[src/rtl/mac_pe_os.sv]
// mac_pe_os: output-stationary MAC processing element for the systolic array.
// Activations and weights hop east/south one cycle per PE. Each PE accumulates
// a_in*w_in between first/last framing flags, with optional saturation. It then
// injects each finished result onto a per-column drain chain. Upstream drain
// traffic always has priority over the local result.
module mac_pe_os #(
  parameter int unsigned DATA_W      = 8,
  parameter int unsigned ACC_W       = 24,
  parameter int unsigned SIGNED_MODE = 1,
  parameter int unsigned SATURATE    = 1,
  parameter int unsigned PIPE_MULT   = 1
) (
  input  logic              clk,
  input  logic              rst_n,
  input  logic [DATA_W-1:0] a_in,
  input  logic [DATA_W-1:0] w_in,
  input  logic              valid_in,
  input  logic              first_in,
  input  logic              last_in,
  output logic [DATA_W-1:0] a_out,
  output logic [DATA_W-1:0] w_out,
  output logic              valid_out,
  output logic              first_out,
  output logic              last_out,
  input  logic [ACC_W-1:0]  res_in,
  input  logic              res_valid_in,
  output logic [ACC_W-1:0]  res_out,
  output logic              res_valid_out,
  input  logic              clr_flags,
  output logic              sat_flag,
  output logic              ovf_err
);

  localparam int unsigned PROD_W = 2 * DATA_W;

  logic [DATA_W-1:0] a_q, w_q;
  logic              valid_q, first_q, last_q;

  // Unconditional one-hop forwarding of operands and framing flags
  always_ff @(posedge clk or negedge rst_n) begin
    if (!rst_n) begin
      a_q     <= '0;
      w_q     <= '0;
      valid_q <= 1'b0;
      first_q <= 1'b0;
      last_q  <= 1'b0;
    end else begin
      a_q     <= a_in;
      w_q     <= w_in;
      valid_q <= valid_in;
      first_q <= first_in;
      last_q  <= last_in;
    end
  end

  logic signed [PROD_W-1:0] a_sx_c, w_sx_c, prod_s_c;
  logic        [PROD_W-1:0] prod_u_c;
  logic        [ACC_W-1:0]  prod_ext_c;

  // Full-width product, sign- or zero-extended to the accumulator width
  always_comb begin
    a_sx_c   = {{DATA_W{a_in[DATA_W-1]}}, a_in};
    w_sx_c   = {{DATA_W{w_in[DATA_W-1]}}, w_in};
    prod_s_c = a_sx_c * w_sx_c;
    prod_u_c = {{DATA_W{1'b0}}, a_in} * {{DATA_W{1'b0}}, w_in};
    if (SIGNED_MODE != 0) prod_ext_c = ACC_W'(prod_s_c);
    else                  prod_ext_c = ACC_W'(prod_u_c);
  end

  logic [ACC_W-1:0] st_prod;
  logic             st_valid, st_first, st_last;

  if (PIPE_MULT != 0) begin : g_pipe
    logic [ACC_W-1:0] s1_prod_q;
    logic             s1_valid_q, s1_first_q, s1_last_q;

    // Product stage register, carrying the beat flags alongside the product
    always_ff @(posedge clk or negedge rst_n) begin
      if (!rst_n) begin
        s1_prod_q  <= '0;
        s1_valid_q <= 1'b0;
        s1_first_q <= 1'b0;
        s1_last_q  <= 1'b0;
      end else begin
        s1_prod_q  <= prod_ext_c;
        s1_valid_q <= valid_in;
        s1_first_q <= first_in;
        s1_last_q  <= last_in;
      end
    end

    assign st_prod  = s1_prod_q;
    assign st_valid = s1_valid_q;
    assign st_first = s1_first_q;
    assign st_last  = s1_last_q;
  end else begin : g_comb
    assign st_prod  = prod_ext_c;
    assign st_valid = valid_in;
    assign st_first = first_in;
    assign st_last  = last_in;
  end

  logic [ACC_W-1:0] acc_q, acc_d;
  logic [ACC_W-1:0] hold_q, hold_d;
  logic             hold_valid_q, hold_valid_d;
  logic [ACC_W-1:0] res_q, res_d;
  logic             res_valid_q, res_valid_d;
  logic             sat_q, sat_d;
  logic             ovf_q, ovf_d;

  logic [ACC_W:0]   sum_c;
  logic             range_ovf_c;
  logic             sat_hit_c;
  logic [ACC_W-1:0] acc_next_c;

  // Accumulate one guard bit wide; clamp to the representable range on overflow
  always_comb begin
    if (SIGNED_MODE != 0) begin
      sum_c       = {acc_q[ACC_W-1], acc_q} + {st_prod[ACC_W-1], st_prod};
      range_ovf_c = sum_c[ACC_W] ^ sum_c[ACC_W-1];
    end else begin
      sum_c       = {1'b0, acc_q} + {1'b0, st_prod};
      range_ovf_c = sum_c[ACC_W];
    end
    acc_next_c = sum_c[ACC_W-1:0];
    sat_hit_c  = 1'b0;
    if (st_first) begin
      acc_next_c = st_prod;
    end else if ((SATURATE != 0) && range_ovf_c) begin
      sat_hit_c = 1'b1;
      if (SIGNED_MODE != 0) begin
        acc_next_c = sum_c[ACC_W] ? {1'b1, {(ACC_W-1){1'b0}}}
                                  : {1'b0, {(ACC_W-1){1'b1}}};
      end else begin
        acc_next_c = '1;
      end
    end
  end

  logic capture_c, emit_c, drop_c;

  // Hold-register capture, drain arbitration and sticky flag update
  always_comb begin
    capture_c    = st_valid & st_last;
    emit_c       = ~res_valid_in & hold_valid_q;
    drop_c       = 1'b0;
    acc_d        = acc_q;
    hold_d       = hold_q;
    hold_valid_d = hold_valid_q & ~emit_c;
    res_d        = res_q;
    res_valid_d  = 1'b0;
    sat_d        = sat_q;
    ovf_d        = ovf_q;

    if (st_valid) acc_d = acc_next_c;

    if (capture_c) begin
      if (hold_valid_q && !emit_c) begin
        drop_c = 1'b1;
      end else begin
        hold_d       = acc_next_c;
        hold_valid_d = 1'b1;
      end
    end

    if (res_valid_in) begin
      res_d       = res_in;
      res_valid_d = 1'b1;
    end else if (hold_valid_q) begin
      res_d       = hold_q;
      res_valid_d = 1'b1;
    end

    if (clr_flags) begin
      sat_d = 1'b0;
      ovf_d = 1'b0;
    end
    if (st_valid && sat_hit_c) sat_d = 1'b1;
    if (drop_c)                ovf_d = 1'b1;
  end

  // Accumulator, hold, drain output and flag state
  always_ff @(posedge clk or negedge rst_n) begin
    if (!rst_n) begin
      acc_q        <= '0;
      hold_q       <= '0;
      hold_valid_q <= 1'b0;
      res_q        <= '0;
      res_valid_q  <= 1'b0;
      sat_q        <= 1'b0;
      ovf_q        <= 1'b0;
    end else begin
      acc_q        <= acc_d;
      hold_q       <= hold_d;
      hold_valid_q <= hold_valid_d;
      res_q        <= res_d;
      res_valid_q  <= res_valid_d;
      sat_q        <= sat_d;
      ovf_q        <= ovf_d;
    end
  end

  assign a_out         = a_q;
  assign w_out         = w_q;
  assign valid_out     = valid_q;
  assign first_out     = first_q;
  assign last_out      = last_q;
  assign res_out       = res_q;
  assign res_valid_out = res_valid_q;
  assign sat_flag      = sat_q;
  assign ovf_err       = ovf_q;

endmodule

[config.mk]
export PLATFORM = sky130hd
export DESIGN_NAME = mac_pe_os
export DESIGN_NICKNAME = d
export VERILOG_FILES = /design/src/rtl/mac_pe_os.sv
export SDC_FILE = /design/constraint.sdc
export NUM_CORES = 1
export LEC_CHECK = 0
export BUFFER_PORTS_ARGS = -buffer_cell sky130_fd_sc_hd__buf_2
export CAP_MARGIN = 0
export CORE_AREA = 2 2 149 151
export CTS_CLUSTER_SIZE = 12
export DETAILED_ROUTE_END_ITERATION = 10
export DIE_AREA = 0 0 151 153
export GPL_TIMING_DRIVEN = 0
export HOLD_SLACK_MARGIN = 0.12
export PLACE_DENSITY = 0.56
export SYNTH_ARGS = -nofsm -noshare
export SYNTH_HDL_FRONTEND = slang
export SYNTH_SLANG_ARGS = --single-unit
[constraint.sdc]
create_clock -name clk -period 3.9 [get_ports clk]
set_input_delay 0.195 -clock clk [delete_from_list [all_inputs] [get_ports clk]]
set_output_delay 0.195 -clock clk [all_outputs]
set_load 0.1 [all_outputs]
==> results.txt, run 1 <==
Pwr per Cell Area: 869 mW/mm^2
Worst Hold Class: input pin to register
CTS buffer count: 9
commonest non-fill, non-tap cell in the layout: dfrtp_1
WHS: 0.161 ns
Final Cycle Share: 97.0%
FMAX: 264 MHz
register bit total from synthesis: 111
cell taking the most area after synthesis: dfrtp_1
post-route setup TNS: 0 ns
synth top area cells: dfrtp_1 (34%), fa_1 (14%), ha_1 (8.0%)
DRC: 0
Crit path required time: 4.18 ns
global route overflow: 0
main combinational cell family by area after synthesis: adder cells
Post-Layout Inst Area: 0.00994 mm^2
post-layout util: 46.3%
most frequent cells in the layout: dfrtp_1 (111), buf_2 (92), inv_1 (90), nand2_1 (80)
Final min period: 3.78 ns
sw frac: 49.8%
Overall Global Routing Usage: 18.2%
Adder-Cell Fraction of Synth Area: 21.7%
Max-slew headroom: 44.9%
Core Rows: 54
die area: 0.0231 mm^2
Gate Count Post-Synth: 861
crit start category: input pin
final hold vios: 0
Crit Path Category: input pin to register
first-pass GRT wire length: 33600 um
nets@finish: 1169
share of Yosys cell area claimed by the top area cell type: 33.7%
Max rail drop VDD: 0.328 mV
diode count: 0
syn_area_per_cell: 9.59 um^2
ANT nets after route: 0
DRT Pass-1 Iters: 4
XOR/XNOR share of the synthesized area: 3.61%
number of global-route vias before repair: 6740
Worst Path Arrival: 4.06 ns
worst-skew pair later-pin latency: 0.37 ns
worst-margin pin slew: 0.826 ns
P&R area growth vs syn: 20.5%
CP endpoint kind: register
sequential power share: 20.6%
Max Slew Vio Count: 0
initial antenna violation count: 1
Post-Synth Simple-Gate Area: 14.3%
Synth Cell Area: 0.00825 mm^2
# setup viols final: 0
Worst-path clk slew: 0.08 ns
Setup Skew: 0.0163 ns
GP Congestion: 0.853
number of synthesized flops with an enable pin: 0
synth unique cells: 69
vias: 6582
layout cells sized above 1: 16.3%
unrepaired setup endpoints after global routing: false
IO Pins: 93
starting density of the core: 38.4%
cell leakage power: 4.62 nW
Async S/R FF share, synth: 100%
wire per inst: 15.6 um
core area: 0.0215 mm^2
clock network power share: 10.8%
Pint: 4.33 mW
largest net degree at the start of global routing: 63
Primary FF master, synth: dfrtp_1
clock sinks: 111
Post-DP Area: 0.00912 mm^2
wirelength, routed: 20300 um
port bufs: 92
combinational power share: 68.6%
max cap viols: 0
CTS H-tree depth: 3
synth warn: 0
Compound-Gate Fraction of Synth Area: 16.8%
Psw: 4.31 mW
Chip Width: 151 um
CTS root buffer: clkbuf_16
Worst Path Max Fanout: 9
post-synthesis mux area share: 3.73%
CTS tree: built
run status: completed
post-DP HPWL: 15300 um
CTS max path bufs: 2
Mapped Nets: 1017
sequential area share after synthesis: 33.7%
DR vias/cell: 5.07
Die H: 153 um
First DRT Iteration DRCs: 293
## final timing paths
path	startpoint	endpoint	slack, ns	cells past startpoint
setup reg to reg	g_pipe.s1_prod_q[15]	hold_q[10]	0.42	10
max in group asynchronous	rst_n	g_pipe.s1_prod_q[15]	2.89	3
min in group asynchronous	rst_n	res_out[0]	0.33	2
hold / removal	res_valid_in	hold_valid_q	0.16	3
setup / recovery	a_in[3]	g_pipe.s1_prod_q[13]	0.12	17
hold reg to reg	hold_q[3]	hold_q[3]	0.48	2
## power groups by stage
stage	Combinational (mW)	Clock, mW	Sequential [mW]
6_report	5.93	0.935	1.78
3_3_place_gp	5.70	0	1.80
4_1_cts	5.83	0.970	1.78
2_1_floorplan	4.14	0	2.18
5_1_grt	6.57	1.01	1.83
3_5_place_dp	5.76	0	1.80
## cell type report
| type | instances | area [um^2] |
|---|---|---|
| fill | 2101 | 11500 |
| multi-input combinational | 626 | 5030 |
| sequential | 111 | 2780 |
| timing repair buffer | 141 | 975 |
| tap | 280 | 350 |
| inverter | 92 | 345 |
| clock buffer | 11 | 243 |
| buffer | 32 | 169 |
| clock inverter | 5 | 52.6 |
## through the flow
stage	setup slack, ns	power (mW)	std cells
2_1_floorplan	0.0201	6.32	861
3_3_place_gp	-0.342	7.50	1233
3_5_place_dp	-0.405	7.56	1234
4_1_cts	0.0310	8.58	1295
5_1_grt	0.00394	9.40	1298
6_report	0.119	8.64	1298
## flip-flops by register name (all words and copies together) (netlist names)
| signal | flops |
|---|---|
| g_pipe.s1_first_q | 1 |
| sat_flag | 1 |
| ovf_err | 1 |
| g_pipe.s1_prod_q | 16 |
| w_out | 8 |
| a_out | 8 |
| res_valid_out | 1 |
| acc_q | 24 |
| res_out | 24 |
| hold_q | 24 |
| g_pipe.s1_valid_q | 1 |
| hold_valid_q | 1 |
| g_pipe.s1_last_q | 1 |
## logic make-up (layout without fill, tap and decap cells)
group / count (synthesis) / count (layout)
compound gates: 211 / 211
mux: 30 / 30
flops: 111 / 111
fa+ha+maj: 110 / 110
simple gates: 241 / 241
xor+xnor: 34 / 34
buf+inv: 124 / 281
## critical path, stage by stage
cell and delay [ns]:
clkbuf_4 0.16, and2_4 0.17, fa_1 0.54, inv_1 0.05, fa_1 0.47, inv_1 0.05
fa_1 0.53, inv_1 0.05, fa_1 0.52, inv_1 0.06, ha_4 0.25, nor2b_1 0.14
o211ai_1 0.17, nand2_1 0.12, a41oi_2 0.23, nor2b_2 0.20, xnor2_1 0.12
## synth_stat cells, types with 14 or more instances
cell type  count
a21o_1        14
a21oi_1       59
and2_1        45
clkbuf_1      18
dfrtp_1      111
fa_1          56
ha_1          53
inv_1         92
mux2i_1       24
nand2_1       80
nand2b_1      17
nor2_1        54
o21ai_0       51
xnor2_1       27
## what timing repair did
item,4_1_cts,5_1_grt
buffers inserted,0,3
cloned,0,0
pin swaps,0,6
hold buffers,45,0
gates resized for setup,1,14
endpoints found under the setup margin,1,3
endpoints found under the hold margin,94,0
## layer usage
layer,global-route usage (%),wire length (um),vias to the layer above
met5,0,15,-
met4,5.43,387,2
met3,3.01,782,25
met2,31.3,9820,142
met1,23.5,9280,3191
li1,-,-,3222
Note: power is estimated with default switching activity, not from simulation.
==> inputs of run 2 (changes only) <==
==> constraint.sdc (replaced) <==
create_clock -name clk -period 3.9 [get_ports clk]
set_input_delay 0.78 -clock clk [delete_from_list [all_inputs] [get_ports clk]]
set_output_delay 0.78 -clock clk [all_outputs]
set_load 0.1 [all_outputs]
==> run 2 against run 1 <==
  * Non-clock buffer count is 37 lower
  * Largest cell class unchanged
  * The run now ends with setup timing left
  * Critical path type unchanged
  * Total power is 2.8% higher
  * Die area stayed put
  * Sequential power hardly changed
  * Hold slack better by 0.22 ns
  * Clock power is 2% lower
==> results.txt, run 2 (synthesis results as in run 1) <==
run status: finished with violations
violated checks: setup timing
cell leakage power: 4.52 nW
GRT met2 Usage: 30.1%
met1 Use GR: 24.0%
Die H: 153 um
final hold vios: 0
crit start category: input pin
Pwr per Cell Area: 908 mW/mm^2
vias: 6432
FF-to-FF path depth: 12
CP Cell Sequence: buf_12 > buf_4 > and2_1 > ha_1 > fa_1 > ha_1 > fa_1 > ha_1 > fa_2 > a21o_1 > a21oi_4 > o21bai_1 > a21oi_2 > o21ai_2 > a21o_1 > a21oi_2 > xnor2_1
crit path max-delay cell type: fa_1
layout cells sized above 1: 20.7%
CP endpoint kind: register
max cap viols: 0
register area: 0.00278 mm^2
first-pass GRT wire length: 32800 um
wire per inst: 15.7 um
Post-Layout Cell Count: 1261
WP depth: 17
Crit Path Category: input pin to register
Worst Path Arrival: 4.41 ns
Worst-path clk slew: 0.08 ns
CTS H-tree depth: 3
clock sinks: 111
Post-DP Area: 0.00919 mm^2
Post-CTS Hold Buffers: 0
Worst Hold Class: input pin to asynchronous set/reset pin
DR vias/cell: 5.10
placed cells: 1234
core area: 0.0215 mm^2
worst-skew pair later-pin latency: 0.37 ns
R2R setup slack: 0.36 ns
wirelength, routed: 19800 um
Crit path required time: 4.18 ns
CP most frequent cell: ha_1
worst setup margin: -0.227 ns
Max-slew headroom: 43.7%
unrepaired setup endpoints after global routing: true
Max rail drop VDD: 0.326 mV
Overall Global Routing Usage: 17.8%
# setup viols final: 5
die area: 0.0231 mm^2
largest net degree at the start of global routing: 58
CP max stage delay: 0.49 ns
# fillers: 2124
Chip Width: 151 um
CTS max path bufs: 2
crit path buf inv count: 2
FMAX: 242 MHz
Largest delay share family, worst path: adder cells
Worst Path Max Fanout: 6
diode count: 0
starting density of the core: 38.4%
global route overflow: 0
Setup Skew: 0.0165 ns
GP Congestion: 0.846
worst-margin pin slew: 0.834 ns
most frequent cells in the layout: dfrtp_1 (111), inv_1 (83), nand2_1 (80), buf_2 (80)
ANT nets after route: 0
DRT Pass-1 Iters: 5
Final min period: 4.13 ns
CTS buffer count: 9
initial antenna violation count: 0
Post-Layout Inst Area: 0.00978 mm^2
Max Slew Vio Count: 0
post-DP HPWL: 15400 um
nets@finish: 1132
number of global-route vias before repair: 6492
CTS tree: built
port bufs: 92
DRC: 0
commonest non-fill, non-tap cell in the layout: dfrtp_1
gr busiest metal: met2
CTS root buffer: clkbuf_16
Core Rows: 54
IO Pins: 93
P&R area growth vs syn: 18.4%
multi-input logic area: 0.00517 mm^2
Final Cycle Share: 106%
First DRT Iteration DRCs: 264
GR met3 Demand/Resource: 2.75%
run 2: per-layer routing:
metal / wire length [um] / vias up / share of wire, %
li1: - / 3140 / -
met1: 9280 / 3126 / 47
met2: 9460 / 149 / 48
met3: 801 / 17 / 4.0
met4: 247 / 0 / 1.2
met5: 0 / - / 0
run 2: worst register-to-register path: cells and delay by family, from the launching register on:
kind                     cells  cell delay [ns]
adder cells (fa/ha/maj)      1             0.33
buffers and inverters        3             0.62
AND/OR/NAND/NOR              3             0.45
AO/OA/AOI/OAI                5             1.32
flip-flops                   1             0.65
run 2: final timing paths:
| kind | endpoint | from |
|---|---|---|
| worst max-delay path | g_pipe.s1_prod_q[14] | w_in[1] |
| worst min-delay path | res_out[3] | rst_n |
| worst max register to register | acc_q[9] | g_pipe.s1_prod_q[15] |
| worst min register to register | hold_q[3] | hold_q[3] |
| max in group asynchronous | g_pipe.s1_prod_q[9] | rst_n |
| min in group clk | hold_q[3] | hold_q[3] |
run 2: timing repair:
item | CTS | global route
setup endpoints to repair | 6 | 7
setup buffers | 6 | 5
gates resized for setup | 35 | 21
pin swaps | 12 | 14
cloned | 0 | 0
run 2: power breakdown:
| part | total (mW) | internal (mW) | switching, mW |
|---|---|---|---|
| logic | 6.18 | 2.47 | 3.71 |
| registers | 1.78 | 1.55 | 0.232 |
| clock network | 0.919 | 0.451 | 0.468 |
run 2: cell type report:
cell class                 instances  area share (%)
multi-input combinational        626            52.9
sequential                       111            28.4
timing repair buffer             104            6.77
tap                              280            3.58
inverter                          92            3.56
clock buffer                      10            2.34
buffer                            32            1.73
clock inverter                     6           0.691
run 2: stage by stage:
step / utilization [%] / total power [mW] / hold WS [ns] / worst slack (ns) / setup TNS (ns)
3_3_place_gp: 42.6 / 7.68 / 0.458 / -0.757 / -3.87
4_1_cts: 44.9 / 8.79 / 0.395 / -0.328 / -1.25
3_5_place_dp: 42.8 / 7.72 / 0.465 / -0.774 / -4.03
5_1_grt: 45.5 / 9.65 / 0.410 / -0.363 / -1.63
2_1_floorplan: - / 6.47 / 0.438 / -0.368 / -1.24
6_report: 45.5 / 8.88 / 0.376 / -0.227 / -0.798
